==> src/rtl/pe_conv_sched.sv <==
// Sequencer for one 1-D convolution layer on a single combinational PE.
// Builds the tap window from activation memory with stride/padding, then streams one result per channel.
module pe_conv_sched #(
    parameter int WIDTH  = 32,
    parameter int N_REG  = 31,
    parameter int ADDR_W = 12,
    parameter int CH_W   = 8
) (
    input  logic                   clk,
    input  logic                   rst,
    input  logic                   start,
    input  logic [ADDR_W-1:0]      cfg_in_len,
    input  logic [ADDR_W-1:0]      cfg_out_len,
    input  logic [ADDR_W-1:0]      cfg_stride,
    input  logic [ADDR_W-1:0]      cfg_pad,
    input  logic [CH_W-1:0]        cfg_n_ch,
    output logic                   rd_en,
    output logic [ADDR_W-1:0]      rd_addr,
    input  logic [WIDTH-1:0]       rd_data,
    output logic [N_REG*WIDTH-1:0] all_a,
    output logic [CH_W-1:0]        ch_sel,
    input  logic [WIDTH-1:0]       pe_y,
    output logic                   out_valid,
    input  logic                   out_ready,
    output logic [WIDTH-1:0]       out_data,
    output logic [ADDR_W-1:0]      out_pos,
    output logic [CH_W-1:0]        out_ch,
    output logic                   busy,
    output logic                   done
);
    // state     | meaning
    // S_IDLE    | waiting for start, config not latched
    // S_FILL    | one window slot per cycle, plus one drain cycle for the last read
    // S_COMPUTE | PE result for (pos, ch) captured into out_data
    // S_EMIT    | out_valid held until out_ready
    // S_DONE    | one-cycle done pulse
    typedef enum logic [2:0] {S_IDLE, S_FILL, S_COMPUTE, S_EMIT, S_DONE} state_t;

    state_t                   state, state_nxt;
    logic [ADDR_W-1:0]        in_len, out_len, stride;
    logic [CH_W-1:0]          n_ch, ch;
    logic [ADDR_W-1:0]        pos;
    logic [ADDR_W-1:0]        slots;
    logic signed [ADDR_W:0]   idx;
    logic                     shift_pend, pad_pend;
    logic [N_REG*WIDTH-1:0]   win;
    logic                     slot_act, in_range, last_ch, last_pos;

    // idx is the next input index to fetch; it keeps running across positions
    // so an advance only fetches the S samples that are new to the window.
    assign slot_act = (state == S_FILL) && (slots != '0);
    assign in_range = !idx[ADDR_W] && (idx < $signed({1'b0, in_len}));
    assign last_ch  = (ch == n_ch - CH_W'(1));
    assign last_pos = (pos == out_len - ADDR_W'(1));
    assign all_a    = win;

    always_ff @(posedge clk) begin
        if (rst) state <= S_IDLE;
        else     state <= state_nxt;
    end

    always_comb begin
        state_nxt = state;
        case (state)
            S_IDLE:    if (start) state_nxt = S_FILL;
            S_FILL:    if (slots == '0) state_nxt = S_COMPUTE;
            S_COMPUTE: state_nxt = S_EMIT;
            S_EMIT: begin
                if (out_ready) begin
                    if (!last_ch)       state_nxt = S_COMPUTE;
                    else if (!last_pos) state_nxt = S_FILL;
                    else                state_nxt = S_DONE;
                end
            end
            S_DONE:    state_nxt = S_IDLE;
            default:   state_nxt = S_IDLE;
        endcase
    end

    always_comb begin
        rd_en     = slot_act && in_range;
        rd_addr   = rd_en ? idx[ADDR_W-1:0] : '0;
        out_valid = (state == S_EMIT);
        busy      = (state != S_IDLE);
        done      = (state == S_DONE);
        ch_sel    = (state == S_IDLE || state == S_DONE) ? '0 : ch;
    end

    always_ff @(posedge clk) begin
        if (rst) begin
            in_len     <= '0;
            out_len    <= '0;
            stride     <= '0;
            n_ch       <= '0;
            ch         <= '0;
            pos        <= '0;
            slots      <= '0;
            idx        <= '0;
            shift_pend <= 1'b0;
            pad_pend   <= 1'b0;
            win        <= '0;
            out_data   <= '0;
            out_pos    <= '0;
            out_ch     <= '0;
        end else begin
            shift_pend <= slot_act;
            pad_pend   <= !in_range;
            // Read data lands one cycle after its slot, so the shift lags the slot by one.
            if (shift_pend)
                win <= {(pad_pend ? {WIDTH{1'b0}} : rd_data), win[N_REG*WIDTH-1:WIDTH]};

            if (state == S_IDLE && start) begin
                in_len  <= cfg_in_len;
                out_len <= cfg_out_len;
                stride  <= cfg_stride;
                n_ch    <= cfg_n_ch;
                ch      <= '0;
                pos     <= '0;
                slots   <= ADDR_W'(N_REG);
                idx     <= -$signed({1'b0, cfg_pad});
                win     <= '0;
            end

            if (slot_act) begin
                slots <= slots - ADDR_W'(1);
                idx   <= idx + (ADDR_W+1)'(1);
            end

            if (state == S_COMPUTE) begin
                out_data <= pe_y;
                out_pos  <= pos;
                out_ch   <= ch;
            end

            if (state == S_EMIT && out_ready) begin
                if (!last_ch) begin
                    ch <= ch + CH_W'(1);
                end else if (!last_pos) begin
                    ch    <= '0;
                    pos   <= pos + ADDR_W'(1);
                    slots <= stride;
                end
            end
        end
    end
endmodule

==> config.mk <==
export PLATFORM = sky130hd
export DESIGN_NAME = pe_conv_sched
export DESIGN_NICKNAME = d
export VERILOG_FILES = /design/src/rtl/pe_conv_sched.sv
export SDC_FILE = /design/constraint.sdc
export NUM_CORES = 2
export LEC_CHECK = 0
export ABC_CLOCK_PERIOD_IN_PS = 2600
export BUFFER_PORTS_ARGS = -buffer_cell sky130_fd_sc_hd__buf_2
export CAP_MARGIN = 10
export CORE_AREA = 2 2 467 469
export DETAILED_ROUTE_END_ITERATION = 16
export DIE_AREA = 0 0 469 471
export GPL_ROUTABILITY_DRIVEN = 0
export PLACE_DENSITY_LB_ADDON = 0.15
export REMOVE_ABC_BUFFERS = 1
export SLEW_MARGIN = 20
export SYNTH_ARGS = -nofsm -noshare
export SYNTH_HDL_FRONTEND = slang
export SYNTH_SLANG_ARGS = --single-unit
==> constraint.sdc <==
create_clock -name clk -period 2.6 [get_ports clk]
set_input_delay 0.39 -clock clk [delete_from_list [all_inputs] [get_ports clk]]
set_output_delay 0.39 -clock clk [all_outputs]
set_load 0.02 [all_outputs]
Word-level counts from Yosys, hierarchy flattened
Index checks and enable logic that the tools add are counted.
{"block": "totals", "reg_bits": 1138, "in_bits": 124, "output_inout_bits": 1068, "word_cells": 71}
{"block": "classes", "addsub": 7, "n_lt_le_gt_ge": 1, "eq_ne": 9, "muxes": 24, "n_reduce_logical": 15}
{"op": "12-bit two-way mux", "count": 10}
{"op": "8-bit two-way mux", "count": 5}
{"op": "32-bit two-way mux", "count": 1}
{"op": "13-bit two-way mux", "count": 2}
{"op": "12-bit by 1-bit subtractor with 12-bit output (second input constant)", "count": 2}
{"op": "3-bit two-way mux", "count": 5}
{"op": "13-bit by 2-bit adder with 13-bit output (second input constant)", "count": 1}
{"op": "13-bit < comparator", "count": 1}
{"op": "12-bit negation with 13-bit output", "count": 1}
{"op": "12-bit by 1-bit adder with 12-bit output (second input constant)", "count": 1}
{"op": "12-bit equality test", "count": 1}
{"op": "12-bit zero test", "count": 1}
{"op": "3-bit one-hot mux with 4 select lines", "count": 1}
{"op": "12-bit nonzero test", "count": 1}
{"op": "8-bit by 1-bit adder with 8-bit output (second input constant)", "count": 1}
{"op": "8-bit equality test", "count": 1}
{"op": "8-bit by 1-bit subtractor with 8-bit output (second input constant)", "count": 1}
{"op": "3-bit by 2-bit equality test with 1-bit output (second input constant)", "count": 2}
{"op": "1-bit logical AND", "count": 5}
{"op": "2-bit by 1-bit inequality test with 1-bit output (second input constant)", "count": 2}
{"op": "3-bit by 1-bit equality test with 1-bit output (second input constant)", "count": 1}
{"op": "3-bit equality test (second input constant)", "count": 1}
{"op": "3-bit zero test", "count": 1}
{"op": "3-bit AND reduction", "count": 1}
{"op": "6 further kinds", "count": 7}

Logic depth before layout (Yosys ltp)
{"block": "logic_depth", "word_depth": 7, "depth_mapped": 10}

Least setup slack after synthesis
Ideal clock, no wire load.
{"block": "synth_timing", "path_type": "flip-flop to flip-flop", "start": "reg n_ch[0]", "end": "reg slots[11]", "setup_time_ns": 0.128, "arrival_ns": 2.465, "setup_slack_ns": 0.008, "path_stages_with_launch": 9, "n_path_buf": 1, "period_less_slack_ns": 2.592, "cell_sequence": "dfxtp_1 > or4_1 > and4bb_1 > a311oi_1 > a2111o_1 > a311oi_4 > buf_6 > mux2i_1 > nor2_1"}
{"block": "synth_via", "elab_chain_len": 4}
{"item": "from (decl)", "line": "41", "rtl": "logic [CH_W-1:0] n_ch, ch;"}
{"item": "from (signal assigned)", "line": "116", "rtl": "n_ch <= cfg_n_ch;"}
{"item": "8-bit by 1-bit subtractor with 8-bit output", "line": "53", "rtl": "assign last_ch = (ch == n_ch - CH_W'(1));"}
{"item": "8-bit equality test", "line": "53"}
{"item": "12-bit two-way mux", "line": "136", "rtl": "if (!last_ch) begin"}
{"item": "12-bit two-way mux", "line": "135", "rtl": "if (state == S_EMIT && out_ready) begin"}
{"item": "to (signal assigned)", "line": "119", "rtl": "slots <= ADDR_W'(N_REG);"}
{"item": "to (signal assigned)", "line": "125", "rtl": "slots <= slots - ADDR_W'(1);"}
{"item": "to (signal assigned)", "line": "141", "rtl": "slots <= stride;"}
{"item": "to (decl)", "line": "43", "rtl": "logic [ADDR_W-1:0] slots;"}
No other way between the ends.
A chain may end at the register's enable or synchronous reset.

Worst setup path in the final report
{"block": "layout_timing", "start": "reg in_len[1]", "end": "out rd_addr[11]"}
{"block": "layout_via", "elab_chain_len": 4}
{"item": "from (decl)", "line": "40", "rtl": "logic [ADDR_W-1:0] in_len, out_len, stride;"}
{"item": "from (signal assigned)", "line": "113", "rtl": "in_len <= cfg_in_len;"}
{"item": "13-bit < comparator", "line": "52", "rtl": "assign in_range = !idx[ADDR_W] && (idx < $signed({1'b0, in_len}));"}
{"item": "1-bit logical AND", "line": "52"}
{"item": "1-bit logical AND", "line": "81", "rtl": "rd_en = slot_act && in_range;"}
{"item": "12-bit two-way mux", "line": "82", "rtl": "rd_addr = rd_en ? idx[ADDR_W-1:0] : '0;"}
{"item": "to (decl)", "line": "18", "rtl": "output logic [ADDR_W-1:0] rd_addr,"}
No other way between the ends.

==> metrics.md <==
| Metric | Value |
|---|---|
| EDFF count, synth | `0` |
| IO Pins | `between 1000 and 1500` |
| H-tree lvl count | `4` |
| Crit path time final | `about 3.2 ns` |
| Worst setup SP type | `register` |
| RSZ-0062 raised after global routing | `yes` |
| VDD IR-drop max | `0.678 mV` |
| Post-DRT Antenna Nets | `0` |
| Total global routing overflow | `0` |
| Power per standard cell area | `about 740 nW/um2` |
| Commonest non-fill, non-tap cell in the layout | `buf_2` |
| Post-route cell area | `57800 um2` |
| DRC | `0` |
| Worst slew pin tran | `approximately 0.60 ns` |
| Fin worst setup slack | `-0.577 ns` |
| Synth unique cells | `62` |
| Via count | `34000` |
| Relative slew slack | `approximately 60%` |
| Final setup vio count | `45` |
| CP arrival | `roughly 2.8 ns` |
| TritonRoute pass-1 iters | `5` |
| Critical-path top delay cell | `dfxtp_2` |
| Sequential area share after synthesis | `a little over half` |
| Wirelength, routed | `around 170000 um` |
| Avg Synthesized Cell Area | `a little under 10 um2` |
| Crit-path most repeated cell | `a21o_1` |
| Worst skew pair latency | `0.80 ns` |
| Die Y | `roughly 470 um` |
| Detailed Route Iter0 Violations | `about 1600` |
| Hold Violations, Final | `0` |
| Layout cells sized above 1 | `between 20% and 30%` |
| CP required | `2.21 ns` |
| Initial antenna violation count | `9` |
| CP peak stage delay | `approximately 0.33 ns` |
| Initial core utilization | `approximately 19%` |
| CTS tree | `built` |
| Fin nets | `between 5000 and 6000` |
| Synth Flop Type | `dfxtp_1` |
| CP Class | `register to primary output` |
| Final HPWL DP | `roughly 130000 um` |
| Die width | `469 um` |
| Max Slew Vio Count | `0` |
| Hold Path Class | `primary input to register` |
| Flops & latches, synth | `between 1000 and 1500` |
| Clk root buf | `clkbuf_16` |
| Wirelength per Cell | `between 20 and 25 um` |
| CTS buffer count | `~140` |
| Mapped cell area | `between 40000 and 50000 um2` |
| Crit path max fanout | `5` |
| Clk_skew | `0.0360 ns` |
| First-pass GRT wire length | `between 200000 and 250000 um` |
| # fillers | `roughly 23000` |
| Via density | `~4` |
| Cell Area, Placed | `about 52000 um2` |
| Asr flop ratio synth | `0%` |
| Number of max-cap violations | `0` |
| Area contributors post-synth | `dfxtp_1 (55%), mux2i_1 (23%), nor2_1 (9.3%), clkbuf_1 (2.4%), nand2_1 (2.2%)` |
| Clock transition at path regs | `roughly 0.050 ns` |
| Max clock buf depth | `3` |
| Input/output buffers | `between 1000 and 1500` |
| Non-Filler Instances | `about 8500` |
| Most frequent cells in the layout | `buf_2 (1183), dfxtp_1 (1132), nor2_1 (1038), mux2i_1 (973), nand2_1 (238)` |
| Inst Count DP | `around 8100` |
| Final worst-path cycle share | `122%` |
| CP top delay family | `compound AO/OA/AOI/OAI gates` |
| Failing checks | `setup timing` |
| Layout area overhead | `38.7%` |
| WHS | `~0.086 ns` |
| Largest net degree at the start of global routing | `between 90 and 100` |
| Static Leakage | `around 24 nW` |
| Biggest area consumer among synthesized cells | `dfxtp_1` |
| Final core utilization | `26.8%` |
| Vias in the first global route | `about 33000` |
| Buf/Inv on CP | `3` |
| Synthesized instance count | `approximately 4200` |
| CTS Sinks | `roughly 1100` |
| Outcome | `finished with violations` |
| DIE AREA | `between 200000 and 250000 um2` |
| Row cnt | `approximately 170` |
| Yosys warns | `0` |
| Overall routing resource usage | `between 10 and 15%` |
| Area fraction of the dominant cell type after synthesis | `between 50% and 60%` |
| R2R Setup Slk | `-0.24 ns` |
| Critical-path cell list | `inv_2 > ha_4 > a21o_1 > a21o_1 > a21o_1 > a21oi_2 > o211ai_1 > buf_4 > a211oi_2 > buf_4` |
| Core Footprint | `between 200000 and 250000 um2` |
| F_max | `0.315 GHz` |
| Setup crit end kind | `primary output` |
[per-stage QoR]
| step | setup slack [ns] | setup TNS, ns | power [mW] |
|---|---|---|---|
| 3_5_place_dp | -0.260 | -5.27 | 23.2 |
| 5_1_grt | -0.753 | -18.20 | 44.4 |
| 4_1_cts | -0.689 | -11.59 | 43.3 |
| 6_report | -0.577 | -12.81 | 42.5 |
| 3_3_place_gp | -0.227 | -4.60 | 23.2 |
| 2_1_floorplan | -30.98 | - | 22.0 |
[power breakdown]
part	internal [mW]	total [mW]	switching, mW
combinational	2.05	5.23	3.18
clock	11.2	19.4	8.20
sequential	17.7	17.9	0.196
[state kept, by name, indices dropped and copies added (netlist names)]
register    flops
slots          12
state           3
pos            12
in_len         12
all_a         992
n_ch            8
shift_pend      1
stride         12
pad_pend        1
out_pos        12
out_ch          8
out_len        12
idx            13
out_data       32
ch              8
[timing repair]
action                                  CTS  global route
setup buffers                             7             6
pin swaps                                37            31
hold buffers                            119             0
endpoints found under the setup margin   46            49
resized for setup                        81            37
cloned                                    6             0
endpoints found under the hold margin   118             0
[cell families (layout without fill, tap and decap cells)]
family,after synthesis,in the layout,share of synthesized area (%)
adder cells (fa/ha/maj),18,18,0.540
other,0,8,0
buffers and inverters,312,1717,2.84
AO/OA/AOI/OAI,273,273,3.81
multiplexers,974,974,23.4
AND/OR/NAND/NOR,1447,1448,14.1
flip-flops,1138,1138,54.6
XOR/XNOR,34,34,0.747
[final timing paths]
kind | start | endpoint | depth (start not counted)
min reg2reg | out_data[10] | out_data[10] | 2
max reg2reg | n_ch[0] | slots[10] | 10
min | cfg_pad[11] | idx[11] | 4
max | in_len[1] | rd_addr[11] | 10
[layer usage]
layer	GRT usage [%]	routed length, um
met5	0	7
met4	4.04	4050
met3	4.09	10600
met2	26.1	85300
met1	17.6	72000
[cell type report]
| type | count | area (um2) | share of cell area, % |
|---|---|---|---|
| Sequential cell | 1138 | 22800 | 39.4 |
| Multi-Input combinational cell | 2747 | 18000 | 31.2 |
| Timing Repair Buffer | 1444 | 8760 | 15.1 |
| Clock buffer | 209 | 4080 | 7.06 |
| Tap cell | 2854 | 3570 | 6.18 |
| Clock inverter | 35 | 453 | 0.783 |
| Inverter | 29 | 109 | 0.188 |
| Antenna cell | 8 | 20.0 | 0.0346 |
[cell usage after synthesis (4+ instances only)]
cell and number:
and2_1 8, xnor2_1 19, nor3b_1 11, a21oi_1 164
clkbuf_1 269, nand2b_1 22, a21o_1 6, and3_1 11
a2111oi_0 5, nand4_1 4, or3_1 6, nand3b_1 4
ha_1 18, nand2_1 243, o21ai_0 38, nor3_1 18
inv_1 29, dfxtp_1 1138, o211ai_1 7, a31oi_1 16
a211oi_1 8, mux2i_1 974, nor2b_1 42, nor4_1 10
nand3_1 15, nor2_1 1038, buf_1 9, xor2_1 14
[worst reg2reg max path: stages (launching register included)]
cell and delay (ns):
dfxtp_2 0.32, or4_4 0.54, and4bb_1 0.31, a311oi_2 0.05, a2111o_1 0.49, buf_6 0.17
a311oi_4 0.26, buf_6 0.18, buf_12 0.14, mux2i_1 0.19, nor2_1 0.06
(Power assumes the default switching activity.)
